File: src/rtl/rd_slot_ctrl.sv
// ----------------------------------------------------------------------------
// rd_slot_ctrl
//
// Read-transaction slot controller for the AXI monitor read path. Each new AR
// takes the lowest-index FREE slot, which then moves through AR_PHASE (waiting
// for the first R beat) and R_PHASE (burst in flight). The slot is released on
// the matching last R beat. Each slot has a saturating phase counter that
// restarts at allocation and again on the AR_PHASE -> R_PHASE step.
//
// Optional feature macro: RD_SLOT_CTRL_TIMEOUT_EN
//   defined     : phase budgets are checked. timeout_o is sticky and
//                 timeout_slot_o latches the lowest offending slot index.
//   not defined : no budget comparators. timeout_o and timeout_slot_o are 0.
//
// Ports
//   clk_i, rst_ni      clock (rising edge), asynchronous active-low reset
//   ar_valid_i/ready_i AR handshake being monitored; ar_id_i is the AR ID
//   r_valid_i/ready_i  R handshake being monitored; r_last_i and r_id_i
//   slot_state_o       2 bits per slot: 0 FREE, 1 AR_PHASE, 2 R_PHASE
//   slot_id_o          captured ID per slot
//   slot_cnt_o         phase counter per slot; reads 0 while FREE
//   full_o             no FREE slot left
//   overflow_o         sticky: an AR arrived while full
//   unexpected_o       sticky: an accepted R beat matched no slot
//   timeout_o          sticky: a slot exceeded its phase budget
//   timeout_slot_o     index of the first slot that timed out
// ----------------------------------------------------------------------------
module rd_slot_ctrl #(
    parameter int unsigned NumSlots = 4,
    parameter int unsigned IdWidth  = 4,
    parameter int unsigned CntWidth = 8,
    parameter int unsigned ArBudget = 16,
    parameter int unsigned RBudget  = 32
) (
    input  logic                          clk_i,
    input  logic                          rst_ni,
    input  logic                          ar_valid_i,
    input  logic                          ar_ready_i,
    input  logic [IdWidth-1:0]            ar_id_i,
    input  logic                          r_valid_i,
    input  logic                          r_ready_i,
    input  logic                          r_last_i,
    input  logic [IdWidth-1:0]            r_id_i,
    output logic [NumSlots*2-1:0]         slot_state_o,
    output logic [NumSlots*IdWidth-1:0]   slot_id_o,
    output logic [NumSlots*CntWidth-1:0]  slot_cnt_o,
    output logic                          full_o,
    output logic                          overflow_o,
    output logic                          unexpected_o,
    output logic                          timeout_o,
    output logic [$clog2(NumSlots)-1:0]   timeout_slot_o
);

    localparam int unsigned IdxWidth = $clog2(NumSlots);

    typedef enum logic [1:0] {
        SLOT_FREE = 2'd0,
        SLOT_AR   = 2'd1,
        SLOT_R    = 2'd2
    } slot_state_e;

    slot_state_e               state_q [NumSlots];
    slot_state_e               state_d [NumSlots];
    logic [IdWidth-1:0]        id_q    [NumSlots];
    logic [IdWidth-1:0]        id_d    [NumSlots];
    logic [CntWidth-1:0]       cnt_q   [NumSlots];
    logic [CntWidth-1:0]       cnt_d   [NumSlots];

    logic                      ar_pending_q, ar_pending_d;
    logic                      full_q, full_d;
    logic                      overflow_q, overflow_d;
    logic                      unexpected_q, unexpected_d;

    logic                      new_ar_s;
    logic                      free_found_s;
    logic [IdxWidth-1:0]       free_idx_s;
    logic                      r_acc_s;
    logic                      r_hit_s;
    logic [IdxWidth-1:0]       r_idx_s;
    logic                      a_hit_s;
    logic [IdxWidth-1:0]       a_idx_s;
    logic [CntWidth-1:0]       a_cnt_s;
    logic                      match_s;
    logic [IdxWidth-1:0]       match_idx_s;

    // Saturating increment for the phase counters.
    function automatic logic [CntWidth-1:0] sat_inc(input logic [CntWidth-1:0] v);
        return (v == {CntWidth{1'b1}}) ? v : v + CntWidth'(1);
    endfunction

    // Decode of new AR, lowest FREE slot and the slot matched by an accepted R beat.
    always_comb begin
        new_ar_s     = ar_valid_i & ~ar_pending_q;
        r_acc_s      = r_valid_i & r_ready_i;
        free_found_s = 1'b0;
        free_idx_s   = {IdxWidth{1'b0}};
        r_hit_s      = 1'b0;
        r_idx_s      = {IdxWidth{1'b0}};
        a_hit_s      = 1'b0;
        a_idx_s      = {IdxWidth{1'b0}};
        a_cnt_s      = {CntWidth{1'b0}};
        // Descending scans leave the lowest qualifying index in the result.
        for (int i = int'(NumSlots) - 1; i >= 0; i--) begin
            free_found_s = free_found_s | (state_q[i] == SLOT_FREE);
            free_idx_s   = (state_q[i] == SLOT_FREE) ? IdxWidth'(i) : free_idx_s;
            r_hit_s      = r_hit_s | ((state_q[i] == SLOT_R) && (id_q[i] == r_id_i));
            r_idx_s      = ((state_q[i] == SLOT_R) && (id_q[i] == r_id_i)) ? IdxWidth'(i) : r_idx_s;
        end
        // Oldest AR_PHASE slot with this ID; strict '>' keeps the lowest index on ties.
        for (int i = 0; i < int'(NumSlots); i++) begin
            if ((state_q[i] == SLOT_AR) && (id_q[i] == r_id_i) && (!a_hit_s || (cnt_q[i] > a_cnt_s))) begin
                a_hit_s = 1'b1;
                a_idx_s = IdxWidth'(i);
                a_cnt_s = cnt_q[i];
            end else begin
                a_cnt_s = a_cnt_s;
            end
        end
        match_s     = r_acc_s & (r_hit_s | a_hit_s);
        match_idx_s = r_hit_s ? r_idx_s : a_idx_s;
    end

    // Next-state for every slot plus the handshake tracker, full and sticky flags.
    always_comb begin
        ar_pending_d = (ar_valid_i && ar_ready_i) ? 1'b0 : (new_ar_s ? 1'b1 : ar_pending_q);
        overflow_d   = overflow_q | (new_ar_s & ~free_found_s);
        unexpected_d = unexpected_q | (r_acc_s & ~match_s);
        full_d       = 1'b1;
        for (int i = 0; i < int'(NumSlots); i++) begin
            state_d[i] = state_q[i];
            id_d[i]    = id_q[i];
            cnt_d[i]   = {CntWidth{1'b0}};
            case (state_q[i])
                SLOT_FREE: begin
                    if (new_ar_s && free_found_s && (free_idx_s == IdxWidth'(i))) begin
                        state_d[i] = SLOT_AR;
                        id_d[i]    = ar_id_i;
                    end else begin
                        state_d[i] = SLOT_FREE;
                    end
                end
                SLOT_AR: begin
                    if (match_s && (match_idx_s == IdxWidth'(i))) begin
                        state_d[i] = r_last_i ? SLOT_FREE : SLOT_R;
                    end else begin
                        cnt_d[i] = sat_inc(cnt_q[i]);
                    end
                end
                SLOT_R: begin
                    if (match_s && (match_idx_s == IdxWidth'(i)) && r_last_i) begin
                        state_d[i] = SLOT_FREE;
                    end else begin
                        cnt_d[i] = sat_inc(cnt_q[i]);
                    end
                end
                default: begin
                    state_d[i] = SLOT_FREE;
                end
            endcase
            full_d = full_d & (state_d[i] != SLOT_FREE);
        end
    end

`ifdef RD_SLOT_CTRL_TIMEOUT_EN
    logic                  timeout_q, timeout_d;
    logic [IdxWidth-1:0]   timeout_slot_q, timeout_slot_d;
    logic                  to_hit_s;
    logic [IdxWidth-1:0]   to_idx_s;

    // Budget check on the next-state counters so the flag appears together with the count.
    always_comb begin
        to_hit_s = 1'b0;
        to_idx_s = {IdxWidth{1'b0}};
        for (int i = int'(NumSlots) - 1; i >= 0; i--) begin
            if (((state_d[i] == SLOT_AR) && (32'(cnt_d[i]) >= ArBudget)) ||
                ((state_d[i] == SLOT_R)  && (32'(cnt_d[i]) >= RBudget))) begin
                to_hit_s = 1'b1;
                to_idx_s = IdxWidth'(i);
            end else begin
                to_idx_s = to_idx_s;
            end
        end
        timeout_d      = timeout_q | to_hit_s;
        timeout_slot_d = (!timeout_q && to_hit_s) ? to_idx_s : timeout_slot_q;
    end

    // Timeout flag and latched slot index.
    always_ff @(posedge clk_i or negedge rst_ni) begin
        if (!rst_ni) begin
            timeout_q      <= 1'b0;
            timeout_slot_q <= {IdxWidth{1'b0}};
        end else begin
            timeout_q      <= timeout_d;
            timeout_slot_q <= timeout_slot_d;
        end
    end

    assign timeout_o      = timeout_q;
    assign timeout_slot_o = timeout_slot_q;
`else
    assign timeout_o      = 1'b0;
    assign timeout_slot_o = {IdxWidth{1'b0}};
`endif

    // Slot state machines, handshake tracker and flag registers.
    always_ff @(posedge clk_i or negedge rst_ni) begin
        if (!rst_ni) begin
            for (int i = 0; i < int'(NumSlots); i++) begin
                state_q[i] <= SLOT_FREE;
                id_q[i]    <= {IdWidth{1'b0}};
                cnt_q[i]   <= {CntWidth{1'b0}};
            end
            ar_pending_q <= 1'b0;
            full_q       <= 1'b0;
            overflow_q   <= 1'b0;
            unexpected_q <= 1'b0;
        end else begin
            for (int i = 0; i < int'(NumSlots); i++) begin
                state_q[i] <= state_d[i];
                id_q[i]    <= id_d[i];
                cnt_q[i]   <= cnt_d[i];
            end
            ar_pending_q <= ar_pending_d;
            full_q       <= full_d;
            overflow_q   <= overflow_d;
            unexpected_q <= unexpected_d;
        end
    end

    for (genvar g = 0; g < int'(NumSlots); g++) begin : g_pack
        assign slot_state_o[2*g +: 2]               = state_q[g];
        assign slot_id_o[IdWidth*g +: IdWidth]      = id_q[g];
        assign slot_cnt_o[CntWidth*g +: CntWidth]   = cnt_q[g];
    end

    assign full_o       = full_q;
    assign overflow_o   = overflow_q;
    assign unexpected_o = unexpected_q;

endmodule

File: config.mk
export PLATFORM = sky130hd
export DESIGN_NAME = rd_slot_ctrl
export DESIGN_NICKNAME = d
export VERILOG_FILES = /design/src/rtl/rd_slot_ctrl.sv
export SDC_FILE = /design/constraint.sdc
export NUM_CORES = 1
export LEC_CHECK = 0
export CORE_MARGIN = 5
export CORE_UTILIZATION = 40
export CTS_BUF_LIST = sky130_fd_sc_hd__clkbuf_8
export DETAILED_ROUTE_END_ITERATION = 8
export GPL_ROUTABILITY_DRIVEN = 0
export PLACE_DENSITY_LB_ADDON = 0.05
export RECOVER_POWER = 100
export SYNTH_ARGS = -nofsm -noshare
export SYNTH_HDL_FRONTEND = slang
export SYNTH_SLANG_ARGS = --single-unit
File: constraint.sdc
create_clock -name clk_i -period 10.1 [get_ports clk_i]
set_clock_uncertainty 0.05 [all_clocks]
set_input_delay 1.01 -clock clk_i [delete_from_list [all_inputs] [get_ports clk_i]]
set_output_delay 1.01 -clock clk_i [all_outputs]
set_load 0.02 [all_outputs]
==> results of run 1 <==
## path summary, 6_finish.rpt
| kind | from | end | slack [ns] | depth (start not counted) |
|---|---|---|---|---|
| worst min-delay path | unexpected_o | unexpected_o | 0.42 | 1 |
| worst max-delay path | r_id_i[1] | slot_cnt_o[30] | 1.55 | 27 |
| min in group asynchronous | rst_ni | slot_cnt_o[26] | 1.85 | 2 |
| worst min register to register | unexpected_o | unexpected_o | 0.42 | 1 |
| worst max register to register | slot_id_o[1] | slot_cnt_o[30] | 2.48 | 26 |
| max in group asynchronous | rst_ni | slot_cnt_o[2] | 6.28 | 2 |
## routing by layer
metal  wire length (um)  vias up  share of wire
met1               5019     1752           0.46
li1                   -     1774              -
met5                  0        -              0
met3                614       19          0.056
met4                197        0          0.018
met2               5045      110           0.46
## stage by stage
step | setup slack [ns] | std cells | total power, uW | utilization
global route | 0.8842 | 669 | 655.7 | 0.5135
floorplan | 2.768 | 451 | 339.5 | -
CTS | 1.983 | 669 | 642.9 | 0.5155
global placement | 1.792 | 653 | 393.6 | 0.4940
detailed placement | 1.651 | 653 | 394.7 | 0.4940
finish | 1.547 | 669 | 626.1 | 0.5135
## state kept, by name (all words and copies together), names as in the netlist
signal        flops
ar_pending_q      1
full_o            1
overflow_o        1
slot_cnt_o       32
slot_id_o        16
slot_state_o      8
unexpected_o      1
## cells by family after synthesis
| kind of cell | Yosys count | synth area share |
|---|---|---|
| flops | 60 | 0.3543 |
| buf+inv | 37 | 0.03720 |
| fa+ha+maj | 44 | 0.1299 |
| other cells | 1 | 0.0008849 |
| simple gates | 169 | 0.2126 |
| xor+xnor | 29 | 0.05994 |
| compound gates | 88 | 0.1503 |
| mux | 21 | 0.05492 |
## layout make-up
type / instances / area [um^2]
multi-input combinational: 354 / 2570
tap: 136 / 170.2
clock inverter: 3 / 42.54
sequential: 60 / 1501
fill: 943 / 5022
clock buffer: 13 / 178.9
timing repair buffer: 74 / 729.5
inverter: 29 / 108.9
## cell usage in the layout, fill, tap and decap left out, types with 9 or more instances in the layout
cell type        netlist  layout
o21ai_0               19      20
nor2_1                52      52
clkbuf_8               0      13
xor2_1                20      20
xnor2_1                9       9
nor3_1                10      10
dfrtp_1               60      60
a21oi_1               18      18
ha_1                  44      44
nand4_1               13      13
clkdlybuf4s50_1        0      11
nand2_1               35      35
nand3_1               14      14
dlygate4sd3_1          0      61
a31oi_1               10      10
inv_1                 29      29
mux2_2                18      17
## power by group through the flow
| stage | registers [uW] | logic, uW | clock network (uW) |
|---|---|---|---|
| floorplan | 291 | 48.8 | 0 |
| detailed placement | 276 | 119 | 0 |
| CTS | 271 | 120 | 252 |
| global placement | 276 | 117 | 0 |
| global route | 273 | 121 | 262 |
| finish | 270 | 111 | 245 |
## worst max-delay path, cell delays in order
cell and delay (ns):
dlygate4sd3_1 0.62, xor2_1 0.22, nor4_4 0.48, and2_0 0.59, nand2_1 0.17, ha_1 0.32
nand4_1 0.12, o21a_1 0.23, o311ai_4 0.56, nor2_1 0.08, a31oi_1 0.29, ha_1 0.31
nor2b_1 0.13, o211ai_1 0.19, a211oi_1 0.18, o311ai_4 0.53, mux2_2 0.40, ha_1 0.18
nor2b_1 0.11, o21ai_0 0.08, a21boi_0 0.16, o31a_1 0.16, o21ai_0 0.10, a31o_1 0.36
or4_1 0.58, o2111ai_1 0.36, nor3_1 0.15
==> impl_metrics.yaml, run 1 <==
global_route:
  gr-usage-met2: 0.2765
  grt-ovfl-total: 0
  grt_pass1_vias: 3679
  grtUsageMet1: 0.2346
  track_usage: 0.1741
  busiest_layer: "met2"
  met3_usage: 0.04492
  grt_pass1_wl_um: 18160
  antenna_found_initial: 0
  grt_max_degree: 61
clocking:
  insertion_delay_ns: 0.34
  cts_setup_buffers: 0
  htreeDepth: 3
  cts_hold_buf: 0
  ctsResizeCount: 0
  cts.reportedPaths.clkPinSlew_ns: 0.07
  cts_tree: "built"
  root_buffer: "clkbuf_8"
  cts.path.max_buffers: 2
  cts.sinks: 60
  numCtsBuffers: 9
finish:
  drive_gt1_frac: 0.09193
  num_antenna_cells: 0
  area_growth_syn_to_layout_pct: 25.10
  fin_nets: 587
  final_area_um2: 5301
floorplan:
  start_util: 0.4105
  top_level_ports: 77
  rows: 37
  die_w_um: 112.9
  core-area_um2: 10320
  die-area_um2: 12750
  die_h_um: 112.9
power:
  ir_worst_vdd_mv: 0.08966
  seqPwrFrac: 0.432
  intPower_uw: 444.0
  clkPwrFrac: 0.391
  leakage_uw: 0.002383
  p_sw_frac: 0.2909
  powerDensity_nw_per_um2: 118.1
  power_frac_comb: 0.178
  p_switching_uw: 182.1
timing:
  worst_pin_slew_ns: 3.346
  setup_viol: 0
  drv_slew: 61
  fmax_mhz: 116.9
  finalCriticalPeriod_ns: 8.553
  setup_tns_ns: 0
  fin_crit_sh: 0.8468
  relSlewSlack: -1.230
  hold_slack_ns: 0.4203
  hold_violations: 0
  rsz0062_at_grt: "no"
placed_design:
  dp_hpwl_um: 8298
  placed_area_um2: 5100
  portBuffers: 73
routing:
  vias: 3655
  drtPass1Iterations: 5
  initialDrtViolationCount: 240
  wl_per_cell_um: 16.26
  ant_nets: 0
  wirelength_um: 10880
  viasPerCell: 5.463
  drcViolationCount: 0
synthesis:
  avgSynthCellArea_um2: 9.438
  synth_area_leader_cell: "dfrtp_1"
  ys_warn_count: 0
  synthFlopType: "dfrtp_1"
  synth_area_leaders: "dfrtp_1 (35%), ha_1 (13%), mux2_2 (4.8%), nor2_1 (4.6%), xor2_1 (4.1%)"
  yosysMostFrequentCell: "dfrtp_1"
  syn_area_um2: 4238
  synth_edf_count: 0
  async_flop_share: 1.000
  synthCells: 449
  synth_top_area_share: 0.3543
  synth.ff_latch_count: 60
  synthDistinctLibCells: 59
  seq_area_frac_synth: 0.3543
  yosys-top-cells-count: "dfrtp_1 (60), nor2_1 (52), ha_1 (44), nand2_1 (35), inv_1 (29)"
critical_path:
  path_class: "primary input to flop"
  path_max_fanout: 16
  arrival_ns: 8.69
  required_ns: 10.23
  end_kind: "flop"
  start_kind: "primary input"
outcome:
  violations: "max-capacitance violations, max-slew violations"
  status: "complete, but fails checks"
min_path:
  hold_class: "flop to flop"
job:
  max_cap_violations: 1
Power figures use the tool's default switching activity.
==> run 2, diff against run 1 <==
==> constraint.sdc (replaced) <==
create_clock -name clk_i -period 7.65 [get_ports clk_i]
set_clock_uncertainty 0.05 [all_clocks]
set_input_delay 0.765 -clock clk_i [delete_from_list [all_inputs] [get_ports clk_i]]
set_output_delay 0.765 -clock clk_i [all_outputs]
set_load 0.02 [all_outputs]
==> run 2 against run 1 <==
The run still ends with max-capacitance violations, max-slew violations left. Sequential power increased by 32%. Via count decreased by 0.47%. Final cell count increased by 1.0%. Core utilization increased by 0.65 points. Combinational power increased by 34%. Flip-flop and latch count unchanged.
==> impl_metrics.yaml, run 2 (synthesis results as in run 1) <==
outcome:
  status: "complete, but fails checks"
  violations: "max-capacitance violations, max-slew violations"
min_path:
  hold_class: "flop to flop"
  hold_path_depth: 1
routing:
  drtPass1Iterations: 5
  wl_per_cell_um: 16.30
  viasPerCell: 5.382
  vias: 3638
  wirelength_um: 11020
  ant_nets: 0
  initialDrtViolationCount: 170
  drcViolationCount: 0
clocking:
  cts.sinks: 60
  root_buffer: "clkbuf_8"
  cts.path.max_buffers: 2
  cts.reportedPaths.clkPinSlew_ns: 0.08
  insertion_delay_ns: 0.34
  htreeDepth: 3
  numCtsBuffers: 9
  cts_setup_buffers: 0
  cts_tree: "built"
floorplan:
  core-area_um2: 10320
  die-area_um2: 12750
  die_w_um: 112.9
  start_util: 0.4105
  rows: 37
  die_h_um: 112.9
  top_level_ports: 77
placed_design:
  placed_area_um2: 5152
  dp_hpwl_um: 8440
  portBuffers: 73
critical_path:
  end_kind: "flop"
  start_kind: "primary input"
  reg2reg_depth: 31
  cpMaxStageDelayCell: "or4_1"
  path_max_fanout: 16
  path_class: "primary input to flop"
  arrival_ns: 7.35
  slowest_delay_ns: 0.57
  required_ns: 7.84
finish:
  area_growth_syn_to_layout_pct: 26.69
  n_fill_cell: 966
  final_area_um2: 5369
  seq_area_um2: 1501
  num_antenna_cells: 0
  largest_reg_flops: 32
  multiInputGateArea_um2: 2595
  final_cell_mix: "dfrtp_1 (60), dlygate4sd3_1 (60), nor2_1 (52)"
  drive_gt1_frac: 0.1148
  fin_nets: 594
global_route:
  grt_max_degree: 61
  grt_pass1_wl_um: 18440
  antenna_found_initial: 0
  track_usage: 0.1778
  grt_pass1_vias: 3687
  grt-ovfl-total: 0
power:
  power_uw: 813.5
  ir_worst_vdd_mv: 0.1317
  powerDensity_nw_per_um2: 151.5
  leakage_uw: 0.002404
timing:
  setup_viol: 0
  drv_slew: 61
  hold_violations: 0
  rsz0062_at_grt: "no"
  fmax_mhz: 139.7
  fin_crit_sh: 0.9357
  relSlewSlack: -1.179
  setup_tns_ns: 0
  finalCriticalPeriod_ns: 7.158
  worst_pin_slew_ns: 3.268
job:
  max_cap_violations: 1
run 2: changes by cell type in the layout (fill, tap and decap cells not counted), moves of 2 or more:
cell | before | now
clkinvlp_4 | 1 | 4
clkbuf_8 | 13 | 11
buf_4 | 0 | 7
and2_0 | 3 | 1
run 2: final cells by class:
class	count	area share
Clock inverter	5	0.01119
Timing Repair Buffer	81	0.1457
Inverter	29	0.02027
Clock buffer	11	0.02820
Sequential cell	60	0.2797
Tap cell	136	0.03169
Multi-Input combinational cell	354	0.4833
run 2: worst paths after layout:
| kind | slack [ns] | end | start |
|---|---|---|---|
| worst max-delay path | 0.49 | full_o | r_id_i[1] |
| worst min-delay path | 0.41 | overflow_o | overflow_o |
| worst max register to register | 0.99 | full_o | slot_id_o[1] |
| worst min register to register | 0.41 | overflow_o | overflow_o |
| max in group asynchronous | 4.15 | slot_id_o[0] | rst_ni |
| min in group asynchronous | 1.56 | slot_cnt_o[28] | rst_ni |
run 2: power breakdown:
part | leakage [uW] | internal, uW | switching [uW]
Combinational | 0.00150 | 65.7 | 83.4
Sequential | 0.000809 | 337 | 19.9
Clock | 0.0000938 | 168 | 139
Total | 0.00240 | 571 | 243
run 2: repair_timing:
item	in CTS	in global routing
hold buffers	0	0
setup endpoints to repair	0	18
resized for setup	0	3
run 2: critical path, delay by kind of cell:
family | cells | cell delay, ns
AO/OA/AOI/OAI | 15 | 2.73
AND/OR/NAND/NOR | 10 | 1.79
adder cells (fa/ha/maj) | 3 | 0.95
buffers and inverters | 3 | 0.89
XOR/XNOR | 1 | 0.20
run 2: layer usage:
metal  wire, um  track usage  part of all wire
met1       5171       0.2372              0.47
met2       5168       0.2816              0.47
met3        521      0.03904             0.047
met4        159      0.06971             0.014
met5          0            0                 0
run 2: stage by stage:
| step | utilization | instances | hold slack, ns | setup slack (ns) |
|---|---|---|---|---|
| after floorplan | - | 451 | 0.4194 | 0.5634 |
| after global placement | 0.4991 | 660 | 0.4034 | 0.1847 |
| after detailed placement | 0.4991 | 660 | 0.4081 | 0.04850 |
| after CTS | 0.5196 | 676 | 0.4269 | 0.3788 |
| after global routing | 0.5201 | 676 | 0.4460 | 0.03046 |
| final | 0.5201 | 676 | 0.4138 | 0.4918 |
